==> src/rtl/mem_arb.sv <==
// mem_arb: arbitrates dbg, cpu data write/read and instruction read onto one sync SRAM port
// Optional feature macro ARB_FAIR_EN: alternate grants between instruction and data classes
module mem_arb #(
  parameter int AW = 16,
  parameter int DW = 16
) (
  input  logic          clk,
  input  logic          reset_n,
  input  logic [AW-1:0] ins_rd_addr,
  input  logic          ins_rd_req,
  output logic          ins_rd_rdy,
  output logic [DW-1:0] ins_rd_data,
  input  logic [AW-1:0] dat_rw_addr,
  input  logic          dat_rd_req,
  output logic          dat_rd_rdy,
  output logic [DW-1:0] dat_rd_data,
  input  logic [DW-1:0] dat_wr_data,
  input  logic          dat_wr_req,
  output logic          dat_wr_rdy,
  input  logic          dbg_we,
  input  logic [AW-1:0] dbg_waddr,
  input  logic [DW-1:0] dbg_wdata,
  output logic [AW-1:0] mem_addr,
  output logic [DW-1:0] mem_wdata,
  output logic          mem_we,
  output logic          mem_re,
  input  logic [DW-1:0] mem_rdata
);

  typedef enum logic {
    IDLE    = 1'b0,
    GRANTED = 1'b1
  } ch_st_t;

  ch_st_t ins_st, ins_nx;
  ch_st_t rd_st, rd_nx;
  ch_st_t wr_st, wr_nx;

  logic ins_el, rd_el, wr_el;
  logic g_ins, g_rd, g_wr;

`ifdef ARB_FAIR_EN
  logic data_el;
  logic last_ins, last_ins_nx;
`endif

  // Per-channel state and fairness flag; reset drops any access in flight
  always_ff @(posedge clk or negedge reset_n) begin
    if (!reset_n) begin
      ins_st   <= IDLE;
      rd_st    <= IDLE;
      wr_st    <= IDLE;
`ifdef ARB_FAIR_EN
      last_ins <= 1'b0;
`endif
    end else begin
      ins_st   <= ins_nx;
      rd_st    <= rd_nx;
      wr_st    <= wr_nx;
`ifdef ARB_FAIR_EN
      last_ins <= last_ins_nx;
`endif
    end
  end

  // Eligibility, grant selection and next state
  always_comb begin
    wr_el  = dat_wr_req && (wr_st == IDLE);
    rd_el  = dat_rd_req && (rd_st == IDLE) && !dat_wr_req;
    ins_el = ins_rd_req && (ins_st == IDLE);
    g_wr   = 1'b0;
    g_rd   = 1'b0;
    g_ins  = 1'b0;
`ifdef ARB_FAIR_EN
    data_el     = wr_el || rd_el;
    last_ins_nx = last_ins;
    if (!dbg_we) begin
      if (data_el && (!ins_el || last_ins)) begin
        g_wr = wr_el;
        g_rd = !wr_el;
      end else begin
        g_ins = ins_el;
      end
    end
    if (g_ins) begin
      last_ins_nx = 1'b1;
    end else if (g_wr || g_rd) begin
      last_ins_nx = 1'b0;
    end
`else
    if (!dbg_we) begin
      g_wr  = wr_el;
      g_rd  = rd_el;
      g_ins = ins_el && !dat_wr_req && !dat_rd_req;
    end
`endif
    wr_nx  = g_wr  ? GRANTED : IDLE;
    rd_nx  = g_rd  ? GRANTED : IDLE;
    ins_nx = g_ins ? GRANTED : IDLE;
  end

  // SRAM port steering; the winner owns the port this cycle
  always_comb begin
    mem_we    = 1'b0;
    mem_re    = 1'b0;
    mem_addr  = ins_rd_addr;
    mem_wdata = dat_wr_data;
    if (reset_n) begin
      unique case (1'b1)
        dbg_we: begin
          mem_we    = 1'b1;
          mem_addr  = dbg_waddr;
          mem_wdata = dbg_wdata;
        end
        g_wr: begin
          mem_we   = 1'b1;
          mem_addr = dat_rw_addr;
        end
        g_rd: begin
          mem_re   = 1'b1;
          mem_addr = dat_rw_addr;
        end
        g_ins: begin
          mem_re   = 1'b1;
        end
        default: ;
      endcase
    end
  end

  assign ins_rd_rdy  = (ins_st == GRANTED);
  assign dat_rd_rdy  = (rd_st == GRANTED);
  assign dat_wr_rdy  = (wr_st == GRANTED);
  assign ins_rd_data = mem_rdata;
  assign dat_rd_data = mem_rdata;

endmodule

==> config.mk <==
export PLATFORM = sky130hd
export DESIGN_NAME = mem_arb
export DESIGN_NICKNAME = d
export VERILOG_FILES = /design/src/rtl/mem_arb.sv
export SDC_FILE = /design/constraint.sdc
export NUM_CORES = 1
export LEC_CHECK = 0
export ABC_CLOCK_PERIOD_IN_PS = 3100
export BUFFER_PORTS_ARGS = -buffer_cell sky130_fd_sc_hd__buf_2
export CORE_ASPECT_RATIO = 1.5
export CORE_MARGIN = 10
export CORE_UTILIZATION = 28
export DETAILED_ROUTE_END_ITERATION = 8
export PLACE_DENSITY_LB_ADDON = 0.12
export SLEW_MARGIN = 20
export SYNTH_ARGS = -nofsm -noshare
export SYNTH_HDL_FRONTEND = slang
export SYNTH_SLANG_ARGS = --single-unit
==> constraint.sdc <==
create_clock -name clk -period 3.1 [get_ports clk]
set_clock_uncertainty 0.1 [all_clocks]
set_input_delay 0.31 -clock clk [delete_from_list [all_inputs] [get_ports clk]]
set_output_delay 0.31 -clock clk [all_outputs]
set_load 0.05 [all_outputs]
==> impl_metrics.env, run 1 <==
export IMPL_clkPwrFrac_pct=24.2
export IMPL_ys_types=21
export IMPL_syn_avg_cell_area_um2=8.83
export IMPL_min_path_type="input pin to flip-flop"
export IMPL_peakVddDrop_mv=0.161
export IMPL_synth_fp_nets=206
export IMPL_clk_pin_slew_ps=30
export IMPL_period_minus_slack_ps=2550
export IMPL_maxCapViolCount=0
export IMPL_rsz0062_at_grt="false"
export IMPL_synth_top_area_cell="buf_4"
export IMPL_synthToLayoutAreaGrowth_pct=49.3
export IMPL_status="finished clean"
export IMPL_finalNonFillerCells=235
export IMPL_cp_start_kind="input pin"
export IMPL_start_util_pct=29.1
export IMPL_crit_type="input pin to output port"
export IMPL_io_buffers=122
export IMPL_final_nets=298
export IMPL_die_y_um=90.1
export IMPL_netlist_instances=104
export IMPL_grt_overflow_total=0
export IMPL_nFillCells=327
export IMPL_die_area_um2=6020
export IMPL_n_antenna_cell=0
export IMPL_yosys_warnings=0
export IMPL_yosysTopAreaCellShare_pct=26.2
export IMPL_grt_pass1_wl_mm=6.48
export IMPL_leakagePower_nw=0.736
export IMPL_pwr_share_seq_pct=8.9
export IMPL_power_density_nw_per_um2=346
export IMPL_insertion_delay_ps=220
export IMPL_ant_nets=0
export IMPL_setup_viol=0
export IMPL_ys_seq_area_share_pct=8.17
export IMPL_cts_buffers=3
export IMPL_relSlewSlack_pct=54.1
export IMPL_via_count=1117
export IMPL_placedCellCount=230
export IMPL_grt_pass1_vias=1322
export IMPL_wl_per_cell_um=18.0
export IMPL_swShare_pct=49.8
export IMPL_fmax_ghz=0.392
export IMPL_num_io_pins=171
export IMPL_tns_ps=0
export IMPL_core_um2=3160
export IMPL_dr_pass1_iters=3
export IMPL_std_cell_rows=25
export IMPL_timing_final_crit_share_pct=82.3
export IMPL_hold_violations=0
export IMPL_antenna_found_initial=0
export IMPL_gp_congestion=0.753
export IMPL_synth_area_leaders="buf_4 26%, mux2_2 20%, o221a_1 12%, or2_2 9.5%, dfrtp_1 8.2%"
export IMPL_dp_hpwl_mm=3.76
export IMPL_total_power_w=0.000475
export IMPL_die_x_um=66.8
export IMPL_cts_root_buf="clkbuf_8"
export IMPL_path_max_fanout=23
export IMPL_grt_usage_pct=13.3
export IMPL_netlist_area_um2=918
export IMPL_drv_slew=0
export IMPL_htreeDepth=1
export IMPL_cts_setup_buffers=0
export IMPL_cts_tree="done"
export IMPL_via_per_inst=4.75
export IMPL_worst_slew_pin_slew_ps=688
export IMPL_combPwrFrac_pct=66.9
export IMPL_required_ps=2690
export IMPL_clockBufferDepth=2
export IMPL_p_sw_w=0.000236
export IMPL_drive_gt1_share_pct=85.1
export IMPL_cp_arrival_ps=2140
export IMPL_clock_sinks=3
export IMPL_synth_seq_cells=3
export IMPL_end_kind="output port"
export IMPL_drt_initial_drc_count=33
export IMPL_grt_max_degree=24
export IMPL_drc_errors=0
export IMPL_wl_mm=4.22
export IMPL_intPower_w=0.000239
[worst max-delay path: stages]
cell,delay (ps)
dlygate4sd3_1,530
buf_2,170
nand2_1,220
buf_4,310
or2_2,170
o221a_1,160
buf_2,270
[power groups by stage]
| stage | Sequential (W) | Combinational (W) | Clock (W) |
|---|---|---|---|
| 2_1_floorplan | 0.0000482 | 0.000326 | 0 |
| 6_report | 0.0000423 | 0.000318 | 0.000115 |
| 4_1_cts | 0.0000423 | 0.000322 | 0.000118 |
| 5_1_grt | 0.0000425 | 0.000337 | 0.000123 |
| 3_5_place_dp | 0.0000427 | 0.000320 | 0 |
| 3_3_place_gp | 0.0000427 | 0.000318 | 0 |
[placed cells by master, fill, tap and decap left out, types with 3 or more instances in the layout]
cell / n
buf_2: 122
mux2_2: 16
or2_2: 14
o221a_1: 10
o221a_2: 6
nand2_1: 3
clkbuf_8: 3
dfrtp_1: 3
[repair_timing]
action | in CTS | in global routing
resized for setup | 0 | 0
hold buffers | 1 | 0
endpoints found under the hold margin | 3 | 0
endpoints found under the setup margin | 0 | 0
[sequential cells by signal, summed over array words and instances (netlist names)]
register and cells:
dat_rd_rdy 1, dat_wr_rdy 1, ins_rd_rdy 1
[synthesized netlist by cell type]
library cell / instances
buf_4: 32
mux2_2: 16
or2_2: 14
o221a_1: 10
o221a_2: 6
buf_2: 3
dfrtp_1: 3
nand2_1: 3
nor2_1: 2
nor2b_1: 2
nor3_1: 2
or2_1: 2
a21oi_1: 1
buf_6: 1
clkbuf_1: 1
nand2b_1: 1
nor2b_4: 1
nor3b_2: 1
o21a_1: 1
o21ai_2: 1
o31a_4: 1
[layout make-up]
class                   count  area, um^2  area share (%)
repair buffers            124         628            45.8
clock buffers               4        45.0            3.28
flip-flops and latches      3        75.1            5.47
multi-input cells          64         573            41.8
well taps                  40        50.0            3.65
[worst paths after layout]
kind | start | end | slack [ps] | cells after the start
setup / recovery | reset_n | mem_addr[14] | 550 | 7
hold / removal | dat_wr_req | dat_rd_rdy | 220 | 2
setup reg to reg | dat_wr_rdy | dat_wr_rdy | 2230 | 2
hold reg to reg | ins_rd_rdy | ins_rd_rdy | 440 | 3
max in group asynchronous | reset_n | ins_rd_rdy | 2390 | 2
min in group asynchronous | reset_n | dat_rd_rdy | 350 | 2
[metal layers]
| metal | share of wire [%] | up-vias | global-route usage, % |
|---|---|---|---|
| met5 | 0 | - | 0 |
| met4 | 1.0 | 0 | 2.81 |
| met3 | 18 | 11 | 10.3 |
| met2 | 51 | 93 | 24.5 |
| met1 | 30 | 484 | 10.1 |
| li1 | - | 529 | - |
[per-stage QoR]
step | worst slack [ps] | area (um^2) | hold WS (ps) | utilization [%]
after floorplan | 971 | 918 | -85.6 | -
after global routing | 369 | 1370 | 238 | 43.4
final | 548 | 1370 | 216 | 43.4
after detailed placement | 936 | 1320 | 46.0 | 41.7
after global placement | 966 | 1320 | 43.2 | 41.7
after CTS | 491 | 1370 | 216 | 43.4
[kinds of logic after synthesis]
group | Yosys count | share of synthesized area (%)
AOI/OAI and AO/OA | 20 | 23.8
buffers and inverters | 37 | 29.4
DFF | 3 | 8.17
muxes | 16 | 19.6
and+or+nand+nor | 28 | 18.9
Note: power is estimated with default switching activity, not from simulation.
==> inputs of run 2 (changes only) <==
ABC_CLOCK_PERIOD_IN_PS = 2050   (was 3100)
CORE_UTILIZATION = 24   (was 28)
clock period = 2.05 ns   (was 3.1 ns; I/O delays follow)
==> run 2 against run 1 <==
- global-route usage fell by 1.4 points
- combinational power rose by 55%
- non-clock buffer count did not move
- die area rose by 12%
- clock-buffer cell count did not move
- setup slack got worse by 460 ps
- final area rose by 3.5%
- final cell count rose by 1.7%
- sequential share of layout area fell by 0.18 points
- via count rose by 4.8%
- total power rose by 55%
- clock power rose by 53%
- largest power group unchanged
- highest routed layer unchanged
==> impl_metrics.env, run 2 (synthesis results as in run 1) <==
export IMPL_antenna_found_initial=0
export IMPL_cts_buffers=3
export IMPL_total_power_w=0.000735
export IMPL_end_kind="output port"
export IMPL_ant_nets=0
export IMPL_via_count=1171
export IMPL_maxCapViolCount=0
export IMPL_hold_violations=0
export IMPL_cpPeakStageDelay_ps=400
export IMPL_pwr_share_seq_pct=8.8
export IMPL_crit_cells=4
export IMPL_layout_cells_most_common="buf_2"
export IMPL_std_cell_rows=27
export IMPL_setup_viol=0
export IMPL_start_util_pct=24.9
export IMPL_finalNonFillerCells=239
export IMPL_placedCellCount=233
export IMPL_timing_final_crit_share_pct=95.9
export IMPL_power_density_nw_per_um2=518
export IMPL_status="finished clean"
export IMPL_utilization_pct=38.5
export IMPL_grt_pass1_vias=1434
export IMPL_required_ps=1750
export IMPL_path_max_fanout=8
export IMPL_die_area_um2=6750
export IMPL_relSlewSlack_pct=69.6
export IMPL_drv_slew=0
export IMPL_cts_tree="done"
export IMPL_startpoint="dat_rd_rdy"
export IMPL_reg2reg_setup_slack_ps=1110
export IMPL_crit_type="flip-flop to output port"
export IMPL_final_nets=299
export IMPL_drt_initial_drc_count=37
export IMPL_wl_mm=4.58
export IMPL_cp_cell_sequence="nor3b_4, o31a_4, o221a_1, buf_2"
export IMPL_grt_usage_pct=11.8
export IMPL_clock_sinks=3
export IMPL_cp_arrival_ps=1660
export IMPL_min_path_type="input pin to flip-flop"
export IMPL_p_sw_w=0.000367
export IMPL_path_delay_family="compound AO/OA/AOI/OAI gates"
export IMPL_gp_congestion=0.817
export IMPL_period_minus_slack_ps=1970
export IMPL_leakagePower_nw=0.750
export IMPL_dr_pass1_iters=3
export IMPL_hold_ws_ps=144
export IMPL_cp_buffers_inverters=1
export IMPL_num_io_pins=171
export IMPL_grt_pass1_wl_mm=6.67
export IMPL_swShare_pct=50.0
export IMPL_fmax_ghz=0.509
export IMPL_r2r_end="dat_wr_rdy"
export IMPL_die_x_um=70.5
export IMPL_clk_pin_slew_ps=30
export IMPL_drive_gt1_share_pct=85.2
export IMPL_die_y_um=95.8
export IMPL_wl_per_cell_um=19.2
export IMPL_cp_start_kind="flip-flop"
export IMPL_crit_slowest_cell="dfrtp_1"
export IMPL_worst_slew_pin_slew_ps=455
export IMPL_grt_max_degree=25
export IMPL_clockBufferDepth=2
export IMPL_r2r_start="dat_wr_rdy"
export IMPL_layout_common_cells="122 x buf_2, 16 x mux2_2, 14 x or2_2"
export IMPL_combPwrFrac_pct=67.3
export IMPL_io_buffers=122
export IMPL_clkPwrFrac_pct=24.0
export IMPL_ff2ff_path_depth=2
export IMPL_dp_hpwl_mm=4.03
export IMPL_drc_errors=0
export IMPL_via_per_inst=4.90
export IMPL_htreeDepth=1
export IMPL_insertion_delay_ps=220
export IMPL_peakVddDrop_mv=0.290
export IMPL_grt_overflow_total=0
export IMPL_core_um2=3680
export IMPL_critPathCapture="mem_addr[11]"
export IMPL_n_antenna_cell=0
export IMPL_intPower_w=0.000368
export IMPL_synthToLayoutAreaGrowth_pct=54.5
export IMPL_cts_root_buf="clkbuf_8"
export IMPL_cts_setup_buffers=0
-- run 2: cell types whose count changed in the layout (fill, tap and decap cells not counted), sizes merged --
cell	before	now
o31a	1	2
-- run 2: how the worst min path moves through the flow --
| stage | cells past startpoint | start | endpoint |
|---|---|---|---|
| after global placement | 1 | reset_n | ins_rd_rdy |
| after detailed placement | 1 | reset_n | dat_rd_rdy |
| after floorplan | 0 | reset_n | dat_rd_rdy |
| final | 2 | dat_wr_req | dat_rd_rdy |
| after CTS | 2 | dat_wr_req | dat_rd_rdy |
| after global routing | 2 | dat_wr_req | dat_rd_rdy |
-- run 2: cell type report --
type	instances	area [um^2]
Multi-Input combinational cell	65	604
Fill cell	370	2260
Tap cell	43	53.8
Timing Repair Buffer	124	641
Clock buffer	4	45.0
Sequential cell	3	75.1
-- run 2: routing by layer --
layer / GRT usage (%) / vias up / wire (um)
li1: - / 534 / -
met1: 9.95 / 525 / 1390
met2: 21.2 / 106 / 2370
met5: 0 / - / 0
met4: 1.82 / 0 / 36
met3: 10.1 / 6 / 785
-- run 2: power by group through the flow --
stage	Combinational, W	Clock, W	Sequential (W)
global placement	0.000484	0	0.0000647
finish	0.000494	0.000176	0.0000644
floorplan	0.000493	0	0.0000729
global route	0.000525	0.000184	0.0000645
detailed placement	0.000490	0	0.0000648
CTS	0.000494	0.000178	0.0000641
-- run 2: per-stage QoR --
stage | setup TNS (ps) | area, um^2 | setup slack (ps)
after floorplan | 0 | 918 | 26.2
after global placement | 0 | 1330 | 133
after detailed placement | 0 | 1330 | 90.1
after CTS | 0 | 1400 | 32.3
after global routing | -10.6 | 1420 | -5.14
final | 0 | 1420 | 84.1
-- run 2: worst register-to-register path, cell delays in order, from the launching register on --
cell,delay (ps)
dfrtp_1,400
nor2b_4,220
nor2b_1,160
-- run 2: what timing repair did --
item | in CTS | in global routing
endpoints found under the hold margin | 3 | 0
hold buffers | 1 | 0
setup endpoints to repair | 16 | 14
resized for setup | 1 | 2
gates cloned | 0 | 1
pin swaps | 0 | 2
